$ cat src/rtl/uart_pkg.sv
// Shared UART definitions: frame-format encodings, size constants and the
// frame length helper used by both the TX arbiter and the RX side.
package uart_pkg;

  localparam int UART_DATA_WIDTH     = 8;
  localparam int UART_MAX_FRAME_BITS = 12;

  typedef enum logic {DATA_BITS_7 = 1'b0, DATA_BITS_8 = 1'b1} data_bits_e;
  typedef enum logic {PARITY_OFF  = 1'b0, PARITY_ON   = 1'b1} parity_en_e;
  typedef enum logic {PARITY_EVEN = 1'b0, PARITY_ODD  = 1'b1} parity_sel_e;
  typedef enum logic {STOP_BITS_1 = 1'b0, STOP_BITS_2 = 1'b1} stop_bits_e;

  // Arbiter slot sequencer states
  typedef enum logic [1:0] {ST_IDLE, ST_GRANT, ST_STROBE, ST_WAIT} arb_state_e;

  // Bit times on the line for one frame: start + data + parity + stop
  function automatic logic [4:0] frame_bits(input logic seven_bit,
                                            input logic parity_en,
                                            input logic stop_bit);
    logic [4:0] n;
    n = 5'd1;
    n = n + ((data_bits_e'(seven_bit) == DATA_BITS_8) ? 5'd8 : 5'd7);
    if (parity_en_e'(parity_en) == PARITY_ON) n = n + 5'd1;
    n = n + ((stop_bits_e'(stop_bit) == STOP_BITS_2) ? 5'd2 : 5'd1);
    return n;
  endfunction

endpackage

$ cat src/rtl/uart_tx_arbiter_if.sv
// Requester/core bundle for the shared UART TX arbiter.
// slave  : arbiter view (takes requests and format, drives the core side)
// master : requester/environment view
interface uart_tx_arbiter_if #(
  parameter int NUM_REQ = 4
) ();
  import uart_pkg::*;

  logic [NUM_REQ-1:0]                 iREQ;
  logic [NUM_REQ*UART_DATA_WIDTH-1:0] iDATA;
  logic                               iSEVEN_BIT;
  logic                               iPARITY_EN;
  logic                               iODD_PARITY;
  logic                               iSTOP_BIT;

  logic [NUM_REQ-1:0]                 oACK;
  logic [2:0]                         oGRANT_ID;
  logic                               oBUSY;
  logic                               oDE;
  logic [UART_DATA_WIDTH-1:0]         oDATA;
  logic                               oSEVEN_BIT;
  logic                               oPARITY_EN;
  logic                               oODD_PARITY;
  logic                               oSTOP_BIT;

  modport slave (
    input  iREQ, iDATA, iSEVEN_BIT, iPARITY_EN, iODD_PARITY, iSTOP_BIT,
    output oACK, oGRANT_ID, oBUSY, oDE, oDATA,
           oSEVEN_BIT, oPARITY_EN, oODD_PARITY, oSTOP_BIT
  );

  modport master (
    output iREQ, iDATA, iSEVEN_BIT, iPARITY_EN, iODD_PARITY, iSTOP_BIT,
    input  oACK, oGRANT_ID, oBUSY, oDE, oDATA,
           oSEVEN_BIT, oPARITY_EN, oODD_PARITY, oSTOP_BIT
  );
endinterface

$ cat src/rtl/rr_arbiter.sv
// Combinational round-robin picker: first set request at or above ptr,
// wrapping modulo NUM_REQ. Reusable for any shared resource.
module rr_arbiter #(
  parameter int NUM_REQ = 4
) (
  input  logic [NUM_REQ-1:0] req,
  input  logic [2:0]         ptr,
  output logic [NUM_REQ-1:0] grant_oh,
  output logic [2:0]         grant_idx,
  output logic               any_req
);

  logic [NUM_REQ-1:0] req_rot;
  logic [2:0]         offset;
  logic [3:0]         idx_sum;

  // Rotate so that bit 0 is the requester the pointer currently favours
  assign req_rot = NUM_REQ'({req, req} >> ptr);
  assign any_req = |req;

  // Lowest set bit of the rotated vector is the distance from the pointer
  always_comb begin
    offset = 3'd0;
    for (int k = NUM_REQ - 1; k >= 0; k--) begin
      if (req_rot[k]) offset = 3'(k);
    end
  end

  assign idx_sum   = {1'b0, ptr} + {1'b0, offset};
  assign grant_idx = (idx_sum >= 4'(NUM_REQ)) ? 3'(idx_sum - 4'(NUM_REQ))
                                              : idx_sum[2:0];

  for (genvar gi = 0; gi < NUM_REQ; gi++) begin : g_onehot
    assign grant_oh[gi] = any_req && (grant_idx == 3'(gi));
  end

endmodule

$ cat src/rtl/uart_tx_arbiter.sv
// Round-robin sharing of one UART TX core. Each grant latches a byte and
// the frame format, strobes DE for two bit times and then holds everything
// stable for a slot sized from the latched format, since the core offers
// no busy indication of its own.
module uart_tx_arbiter
  import uart_pkg::*;
#(
  parameter int NUM_REQ    = 4,
  parameter int DATA_WIDTH = 8,
  parameter int GAP_CYCLES = 3
) (
  input logic              CLK,
  input logic              RST_N,
  uart_tx_arbiter_if.slave bus
);

  arb_state_e             state_q, state_d;
  logic [2:0]             winner_q, winner_d;
  logic [NUM_REQ-1:0]     winner_oh_q, winner_oh_d;
  logic [2:0]             ptr_q, ptr_d;
  logic [4:0]             cnt_q, cnt_d;
  logic                   strobe2_q, strobe2_d;
  logic [NUM_REQ-1:0]     ack_q, ack_d;
  logic [2:0]             gid_q, gid_d;
  logic                   busy_q, busy_d;
  logic                   de_q, de_d;
  logic [DATA_WIDTH-1:0]  data_q, data_d;
  logic                   seven_q, seven_d;
  logic                   par_q, par_d;
  logic                   odd_q, odd_d;
  logic                   stop_q, stop_d;

  logic [NUM_REQ-1:0]     rr_oh;
  logic [2:0]             rr_idx;
  logic                   rr_any;
  logic [3:0]             winner_inc;
  logic [2:0]             ptr_next;
  logic [4:0]             slot_m1;
  logic [DATA_WIDTH-1:0]  byte_sel;

  rr_arbiter #(.NUM_REQ(NUM_REQ)) u_rr (
    .req       (bus.iREQ),
    .ptr       (ptr_q),
    .grant_oh  (rr_oh),
    .grant_idx (rr_idx),
    .any_req   (rr_any)
  );

  assign winner_inc = {1'b0, winner_q} + 4'd1;
  assign ptr_next   = (winner_inc >= 4'(NUM_REQ)) ? 3'd0 : winner_inc[2:0];
  // Slot covers the whole frame plus DE detect latency and inter-frame idle
  assign slot_m1    = frame_bits(bus.iSEVEN_BIT, bus.iPARITY_EN, bus.iSTOP_BIT)
                      + 5'(GAP_CYCLES) - 5'd1;
  assign byte_sel   = DATA_WIDTH'(bus.iDATA >> {winner_q, 3'b000});

  // Next-state and registered-output logic for the grant/strobe/slot sequence
  always_comb begin
    state_d     = state_q;
    winner_d    = winner_q;
    winner_oh_d = winner_oh_q;
    ptr_d       = ptr_q;
    cnt_d       = cnt_q;
    strobe2_d   = strobe2_q;
    ack_d       = '0;
    gid_d       = gid_q;
    busy_d      = busy_q;
    de_d        = de_q;
    data_d      = data_q;
    seven_d     = seven_q;
    par_d       = par_q;
    odd_d       = odd_q;
    stop_d      = stop_q;
    case (state_q)
      ST_IDLE: begin
        if (rr_any) begin
          winner_d    = rr_idx;
          winner_oh_d = rr_oh;
          state_d     = ST_GRANT;
        end
      end
      ST_GRANT: begin
        data_d    = byte_sel;
        seven_d   = bus.iSEVEN_BIT;
        par_d     = bus.iPARITY_EN;
        odd_d     = bus.iODD_PARITY;
        stop_d    = bus.iSTOP_BIT;
        ack_d     = winner_oh_q;
        gid_d     = winner_q;
        busy_d    = 1'b1;
        de_d      = 1'b1;
        ptr_d     = ptr_next;
        cnt_d     = slot_m1;
        strobe2_d = 1'b0;
        state_d   = ST_STROBE;
      end
      ST_STROBE: begin
        cnt_d = cnt_q - 5'd1;
        if (strobe2_q) begin
          de_d    = 1'b0;
          state_d = ST_WAIT;
        end else begin
          strobe2_d = 1'b1;
        end
      end
      ST_WAIT: begin
        if (cnt_q == 5'd0) begin
          busy_d  = 1'b0;
          state_d = ST_IDLE;
        end else begin
          cnt_d = cnt_q - 5'd1;
        end
      end
      default: state_d = ST_IDLE;
    endcase
  end

  // State and output registers; reset also drops DE mid-frame at once
  always_ff @(posedge CLK or negedge RST_N) begin
    if (!RST_N) begin
      state_q     <= ST_IDLE;
      winner_q    <= 3'd0;
      winner_oh_q <= '0;
      ptr_q       <= 3'd0;
      cnt_q       <= 5'd0;
      strobe2_q   <= 1'b0;
      ack_q       <= '0;
      gid_q       <= 3'd0;
      busy_q      <= 1'b0;
      de_q        <= 1'b0;
      data_q      <= '1;
      seven_q     <= 1'b1;
      par_q       <= 1'b0;
      odd_q       <= 1'b0;
      stop_q      <= 1'b0;
    end else begin
      state_q     <= state_d;
      winner_q    <= winner_d;
      winner_oh_q <= winner_oh_d;
      ptr_q       <= ptr_d;
      cnt_q       <= cnt_d;
      strobe2_q   <= strobe2_d;
      ack_q       <= ack_d;
      gid_q       <= gid_d;
      busy_q      <= busy_d;
      de_q        <= de_d;
      data_q      <= data_d;
      seven_q     <= seven_d;
      par_q       <= par_d;
      odd_q       <= odd_d;
      stop_q      <= stop_d;
    end
  end

  assign bus.oACK        = ack_q;
  assign bus.oGRANT_ID   = gid_q;
  assign bus.oBUSY       = busy_q;
  assign bus.oDE         = de_q;
  assign bus.oDATA       = data_q;
  assign bus.oSEVEN_BIT  = seven_q;
  assign bus.oPARITY_EN  = par_q;
  assign bus.oODD_PARITY = odd_q;
  assign bus.oSTOP_BIT   = stop_q;

endmodule

$ cat src/flat_wrapper.sv
// flat-port wrapper written by rule: the top's interface ports become plain ports
module uart_tx_arbiter_flat import uart_pkg::*;
#(
  parameter int NUM_REQ    = 4,
  parameter int DATA_WIDTH = 8,
  parameter int GAP_CYCLES = 3
)
  (CLK, RST_N, bus_iREQ, bus_iDATA, bus_iSEVEN_BIT, bus_iPARITY_EN, bus_iODD_PARITY, bus_iSTOP_BIT, bus_oACK, bus_oGRANT_ID, bus_oBUSY, bus_oDE, bus_oDATA, bus_oSEVEN_BIT, bus_oPARITY_EN, bus_oODD_PARITY, bus_oSTOP_BIT);
  uart_tx_arbiter_if #(.NUM_REQ(NUM_REQ)) bus_i ();
  input logic CLK;
  input logic RST_N;
  input wire logic [$bits(bus_i.iREQ)-1:0] bus_iREQ;
  input wire logic [$bits(bus_i.iDATA)-1:0] bus_iDATA;
  input wire logic [$bits(bus_i.iSEVEN_BIT)-1:0] bus_iSEVEN_BIT;
  input wire logic [$bits(bus_i.iPARITY_EN)-1:0] bus_iPARITY_EN;
  input wire logic [$bits(bus_i.iODD_PARITY)-1:0] bus_iODD_PARITY;
  input wire logic [$bits(bus_i.iSTOP_BIT)-1:0] bus_iSTOP_BIT;
  output wire logic [$bits(bus_i.oACK)-1:0] bus_oACK;
  output wire logic [$bits(bus_i.oGRANT_ID)-1:0] bus_oGRANT_ID;
  output wire logic [$bits(bus_i.oBUSY)-1:0] bus_oBUSY;
  output wire logic [$bits(bus_i.oDE)-1:0] bus_oDE;
  output wire logic [$bits(bus_i.oDATA)-1:0] bus_oDATA;
  output wire logic [$bits(bus_i.oSEVEN_BIT)-1:0] bus_oSEVEN_BIT;
  output wire logic [$bits(bus_i.oPARITY_EN)-1:0] bus_oPARITY_EN;
  output wire logic [$bits(bus_i.oODD_PARITY)-1:0] bus_oODD_PARITY;
  output wire logic [$bits(bus_i.oSTOP_BIT)-1:0] bus_oSTOP_BIT;
  assign bus_i.iREQ = bus_iREQ;
  assign bus_i.iDATA = bus_iDATA;
  assign bus_i.iSEVEN_BIT = bus_iSEVEN_BIT;
  assign bus_i.iPARITY_EN = bus_iPARITY_EN;
  assign bus_i.iODD_PARITY = bus_iODD_PARITY;
  assign bus_i.iSTOP_BIT = bus_iSTOP_BIT;
  assign bus_oACK = bus_i.oACK;
  assign bus_oGRANT_ID = bus_i.oGRANT_ID;
  assign bus_oBUSY = bus_i.oBUSY;
  assign bus_oDE = bus_i.oDE;
  assign bus_oDATA = bus_i.oDATA;
  assign bus_oSEVEN_BIT = bus_i.oSEVEN_BIT;
  assign bus_oPARITY_EN = bus_i.oPARITY_EN;
  assign bus_oODD_PARITY = bus_i.oODD_PARITY;
  assign bus_oSTOP_BIT = bus_i.oSTOP_BIT;
  uart_tx_arbiter #(.NUM_REQ(NUM_REQ), .DATA_WIDTH(DATA_WIDTH), .GAP_CYCLES(GAP_CYCLES)) u_core (.CLK(CLK), .RST_N(RST_N), .bus(bus_i));
endmodule
$ cat config.mk
export PLATFORM = sky130hd
export DESIGN_NAME = uart_tx_arbiter_flat
export DESIGN_NICKNAME = d
export VERILOG_FILES = /design/src/rtl/uart_pkg.sv /design/src/rtl/uart_tx_arbiter_if.sv /design/src/rtl/rr_arbiter.sv /design/src/rtl/uart_tx_arbiter.sv /design/src/flat_wrapper.sv
export SDC_FILE = /design/constraint.sdc
export NUM_CORES = 1
export LEC_CHECK = 0
export CAP_MARGIN = 15
export CORE_MARGIN = 5
export CORE_UTILIZATION = 33
export DETAILED_ROUTE_END_ITERATION = 8
export SLEW_MARGIN = 40
export SYNTH_ARGS = -nofsm -noshare
export SYNTH_HDL_FRONTEND = slang
export SYNTH_SLANG_ARGS = --single-unit
$ cat constraint.sdc
create_clock -name CLK -period 3.1 [get_ports CLK]
set_clock_uncertainty 0.2 [all_clocks]
set_input_delay 0.62 -clock CLK [delete_from_list [all_inputs] [get_ports CLK]]
set_output_delay 0.62 -clock CLK [all_outputs]
set_load 0.05 [all_outputs]
# Word level (Yosys, flattened, before mapping)
# Index checks and enable logic that the tools add are counted.
[totals]
regBits = 39
out_inout_bits = 21
[classes]
addsub = 9
order_cmp = 2
eq_ne = 10
n_shift = 2
n_mux = 21
reduce_logical = 16
[op_table]
columns = ["cell", "count"]
rows = [
  ["32-bit by 6-bit >> shifter with 8-bit output", 1],
  ["3-bit two-way mux", 5],
  ["5-bit case mux with 3 select lines", 1],
  ["2-bit two-way mux", 5],
  ["5-bit two-way mux", 2],
  ["5-bit by 1-bit subtractor with 5-bit output, second input constant", 2],
  ["4-bit by 3-bit greater-or-equal comparator with 1-bit output, second input constant", 2],
  ["4-bit two-way mux", 2],
  ["2-bit case mux with 4 select lines", 1],
  ["2-bit AND reduction", 4],
  ["8-bit by 3-bit >> shifter with 4-bit output", 1],
  ["3-bit by 2-bit == test with 1-bit output, second input constant", 2],
  ["1-bit case mux with 2 select lines", 3],
  ["1-bit by 5-bit adder with 5-bit output, first input constant", 1],
  ["5-bit by 1-bit adder with 5-bit output, second input constant", 1],
  ["5-bit by 2-bit adder with 5-bit output, second input constant", 1],
  ["5-bit adder", 1],
  ["5-bit logical NOT", 1],
  ["3-bit by 1-bit adder with 4-bit output, second input constant", 1],
  ["3-bit by 3-bit adder with 4-bit output", 1],
  ["2-bit == test, second input constant", 2],
  ["1-bit logical AND", 4],
  ["2-bit by 1-bit inequality test with 1-bit output, second input constant", 2],
  ["2-bit inequality test, second input constant", 2],
  ["other kinds (10)", 12],
]

# Logic depth before layout (Yosys ltp)
[logic_depth]
ltp_word = 10
ltp_mapped = 10
mapped_depth_nobuf = 9

# Hierarchy
# Synthesis repeated with hierarchy kept, for this count alone.
[unflattened]
hier_cells = 211
hier_area_um2 = 2323.5
[by_module_without_submodules]
columns = ["mod", "n_inst", "cells_per_inst", "area_each_um2"]
rows = [
  ["uart_tx_arbiter", 1, 178, 2080.7],
  ["rr_arbiter", 1, 33, 242.7],
]

# Least setup slack after synthesis
# No wires, ideal clock.
[synth_timing]
path_kind = "input to register"
start = "in bus_iREQ[2]"
end = "reg u_core.winner_oh_q[0]"
setup_ns = 0.110
arrival_time_ns = 2.423
path_slack_ns = 0.367
path_stages = 7
path_buffers = 1
path_cell_list = "buf_4 -> nor2b_1 -> o21bai_1 -> a221o_2 -> o21ai_0 -> fa_1 -> o41ai_1"
[synth_via]
elab_chain_len = 10
[synth_lines]
columns = ["element", "line", "rtl"]
rows = [
  ["start: declaration", "flat_wrapper.sv:12", "input wire logic [$bits(bus_i.iREQ)-1:0] bus_iREQ;"],
  ["8-bit by 3-bit >> shifter with 4-bit output *", "rr_arbiter.sv:18", "assign req_rot = NUM_REQ'({req, req} >> ptr);"],
  ["2-bit two-way mux", "rr_arbiter.sv:25", "if (req_rot[k]) offset = 3'(k);"],
  ["3-bit two-way mux (2 in series)", "rr_arbiter.sv:25", ""],
  ["3-bit two-way mux *", "rr_arbiter.sv:25", ""],
  ["3-bit by 3-bit adder with 4-bit output *", "rr_arbiter.sv:29", "assign idx_sum = {1'b0, ptr} + {1'b0, offset};"],
  ["4-bit by 3-bit greater-or-equal comparator with 1-bit output or 3-bit subtractor (tied branches)", "rr_arbiter.sv:30", "assign grant_idx = (idx_sum >= 4'(NUM_REQ)) ? 3'(idx_sum - 4'(NUM_REQ))"],
  ["3-bit two-way mux *", "rr_arbiter.sv:30", ""],
  ["via u_core.rr_idx[1]", "uart_tx_arbiter.sv:34", "logic [2:0] rr_idx;"],
  ["3-bit logical NOT *", "rr_arbiter.sv:34", "assign grant_oh[gi] = any_req && (grant_idx == 3'(gi));"],
  ["1-bit logical AND *", "rr_arbiter.sv:34", ""],
  ["end signal: assignment", "uart_tx_arbiter.sv:138", "winner_oh_q <= winner_oh_d;"],
  ["end: declaration", "uart_tx_arbiter.sv:19", "logic [NUM_REQ-1:0] winner_oh_q, winner_oh_d;"],
]
# Mark *: on every way through the listed nets, which the timed path passes. The rest lies on a longest branch.
# A chain may end at the register's enable or synchronous reset.

# Worst setup path in the final report
# Ends and elaborated chain as after synthesis.

==> results.toml <==
[outcome]
outcome = "completed"

[detailed_routing]
routed_wl_mm = 4.90
first_iter_violations = 28
drc = 0
drtAntennaViolNets = 0
vias_per_cell = 4.89
avgRoutedWirePerCell_um = 13.6
vias = 1756
drtPass1Iterations = 2

[global_route]
grt_max_degree = 40
grt-ovfl-total = 0
grt_pass1_wl_mm = 8.22
grt_pass1_vias = 1735
antenna_found_initial = 0
grtUsageTotal = 0.120

[clocking]
clkTransAtPathRegs_ns = 0.09
cts_root_buf = "clkbuf_8"
ctsHoldBuffers = 0
cts_tree = "yes"
cts_sinks = 39
cts_inserted_buffers = 5
h-tree-depth = 2
ctsResizeCount = 0
clock_path_buffers = 2
insertion_delay_ns = 0.30
post-cts-setup-buffer-count = 0

[run]
max-cap-violations = 0

[synthesis]
ys_seq_area_frac = 0.444
yosysMostFrequentCell = "dfrtp_1"
synth_top_cell_area_share = 0.337
ys_types = 43
synth.area.top_cells = "dfrtp_1, dfstp_2, mux4_2, ha_1, inv_1"
syn_nets = 268
yosys.area.top_type = "dfrtp_1"
synth_commonest_cells = "dfrtp_1, inv_1, nor2_1"
syn_area_per_cell_um2 = 10.5
yosysWarnings = 0
synth_edf_count = 0
async_reset_ff_frac = 1.00
synth_flop_cell = "dfrtp_1"
ys_ff_latch = 39
synth_cells = 211
syn-cell-area_mm2 = 0.00223

[final_layout]
drive_above_1_share = 0.183
area_growth_pct = 37.0
fin_nets = 335
n_antenna_cell = 0
post-route-util = 0.457

[die]
core-area_mm2 = 0.00668
fp-row-count = 30
start_util = 0.333
die_w_um = 92.1
die_h_um = 92.1
pin_count = 63
die-area_mm2 = 0.00849

[timing]
finalSetupViolations = 0
worst_pin_slew_ns = 0.726
period_share = 0.890
hold_violations = 0
maxSlewHeadroom = 0.516
clock.fmax_mhz = 362
tns_ns = 0
fin_crit_ns = 2.76
rsz0062_at_grt = "no"
final_max_slew_viol_count = 0

[worst_setup_path]
crit_type = "in2reg"
crit_fanout = 3
required_ns = 3.11
endpoint_kind = "flip-flop"
worstPathArrival_ns = 2.76
crit_path_start_kind = "input pin"

[place]
hpwl_mm = 3.70
io_buffers = 62
routabilityCongestion = 0.736

[power]
peakVddDrop_uv = 473
p_leak_nw = 1.34
power_density_mw_per_mm2 = 991

[min_path]
hold_path_class = "in2async"
==> where the power goes <==
part           switching, mW  internal (mW)
Sequential             0.187          0.758
Clock                  0.196          0.161
Combinational          0.984          0.738
==> final timing paths <==
| check | slack, ns | startpoint | to | cells after the start |
|---|---|---|---|---|
| setup reg to reg | 0.76 | u_core.ptr_q[0] | u_core.winner_oh_q[0] | 7 |
| min in group CLK | 0.28 | u_core.bus.oDATA[4] | u_core.bus.oDATA[4] | 2 |
| max in group asynchronous | 2.25 | RST_N | u_core.bus.oDATA[0] | 1 |
| hold reg to reg | 0.28 | u_core.bus.oDATA[4] | u_core.bus.oDATA[4] | 2 |
| hold / removal | 0.08 | RST_N | u_core.cnt_q[4] | 1 |
| setup / recovery | 0.34 | bus_iREQ[2] | u_core.winner_oh_q[0] | 8 |
==> through the flow <==
step	area (µm²)	hold slack (ns)	power (mW)	cells	worst slack (ns)
2_1_floorplan	2230	0.124	2.18	211	0.367
3_3_place_gp	2950	0.259	2.66	351	0.0330
3_5_place_dp	2960	0.265	2.71	351	-0.00490
4_1_cts	3050	0.101	3.07	359	0.318
5_1_grt	3050	0.108	3.27	359	0.193
6_report	3050	0.0821	3.02	359	0.340
==> state kept, by name, indices dropped and copies added (netlist names), 2 cells and up <==
name                  cells
u_core.bus.oGRANT_ID      3
u_core.winner_oh_q        4
u_core.state_q            2
u_core.bus.oACK           4
u_core.cnt_q              5
u_core.ptr_q              3
u_core.bus.oDATA          8
u_core.winner_q           3
==> routing by layer <==
metal | GRT usage | vias to the layer above | wire [µm]
met4 | 0.0272 | 0 | 36
met2 | 0.215 | 39 | 2350
met3 | 0.0451 | 6 | 337
met5 | 0 | - | 0
met1 | 0.136 | 836 | 2170
li1 | - | 875 | -
==> cells in the final DEF, fill, tap and decap left out, types with 2 or more instances in the layout <==
cell / instances
a21oi_1: 10
o31ai_1: 2
inv_1: 27
dfrtp_1: 30
and2_1: 4
nor3_1: 3
mux2_2: 9
o22ai_1: 10
ha_1: 14
nand2_1: 15
buf_4: 10
a211oi_1: 2
mux4_2: 8
dfstp_2: 9
nor2b_1: 4
nor3b_1: 2
clkinv_4: 2
o21ai_0: 13
clkdlybuf4s50_1: 61
clkbuf_8: 5
nor2_1: 16
==> cell type report <==
type / count / area (µm²)
Multi-Input combinational cell: 133 / 1080
Tap cell: 80 / 100
Inverter: 28 / 105
Fill cell: 661 / 3630
Timing Repair Buffer: 71 / 686
Clock buffer: 5 / 68.8
Clock inverter: 3 / 25.0
Sequential cell: 39 / 987
==> cells by family (layout without fill, tap and decap cells) <==
group / after synthesis / in the layout / share of synthesized area
and+or+nand+nor: 50 / 50 / 0.110
AOI/OAI and AO/OA: 49 / 49 / 0.149
DFF: 39 / 39 / 0.444
buffers and inverters: 39 / 107 / 0.0720
muxes: 19 / 19 / 0.138
adders and majority gates: 15 / 15 / 0.0877
==> worst max-delay path, stage by stage <==
cell and delay (ns):
clkdlybuf4s50_1 0.47, nor2b_1 0.17, o21bai_1 0.08, a221o_2 0.35, o21ai_0 0.14, buf_4 0.14, fa_1 0.44, o41ai_1 0.35
Power figures use the tool's default switching activity.
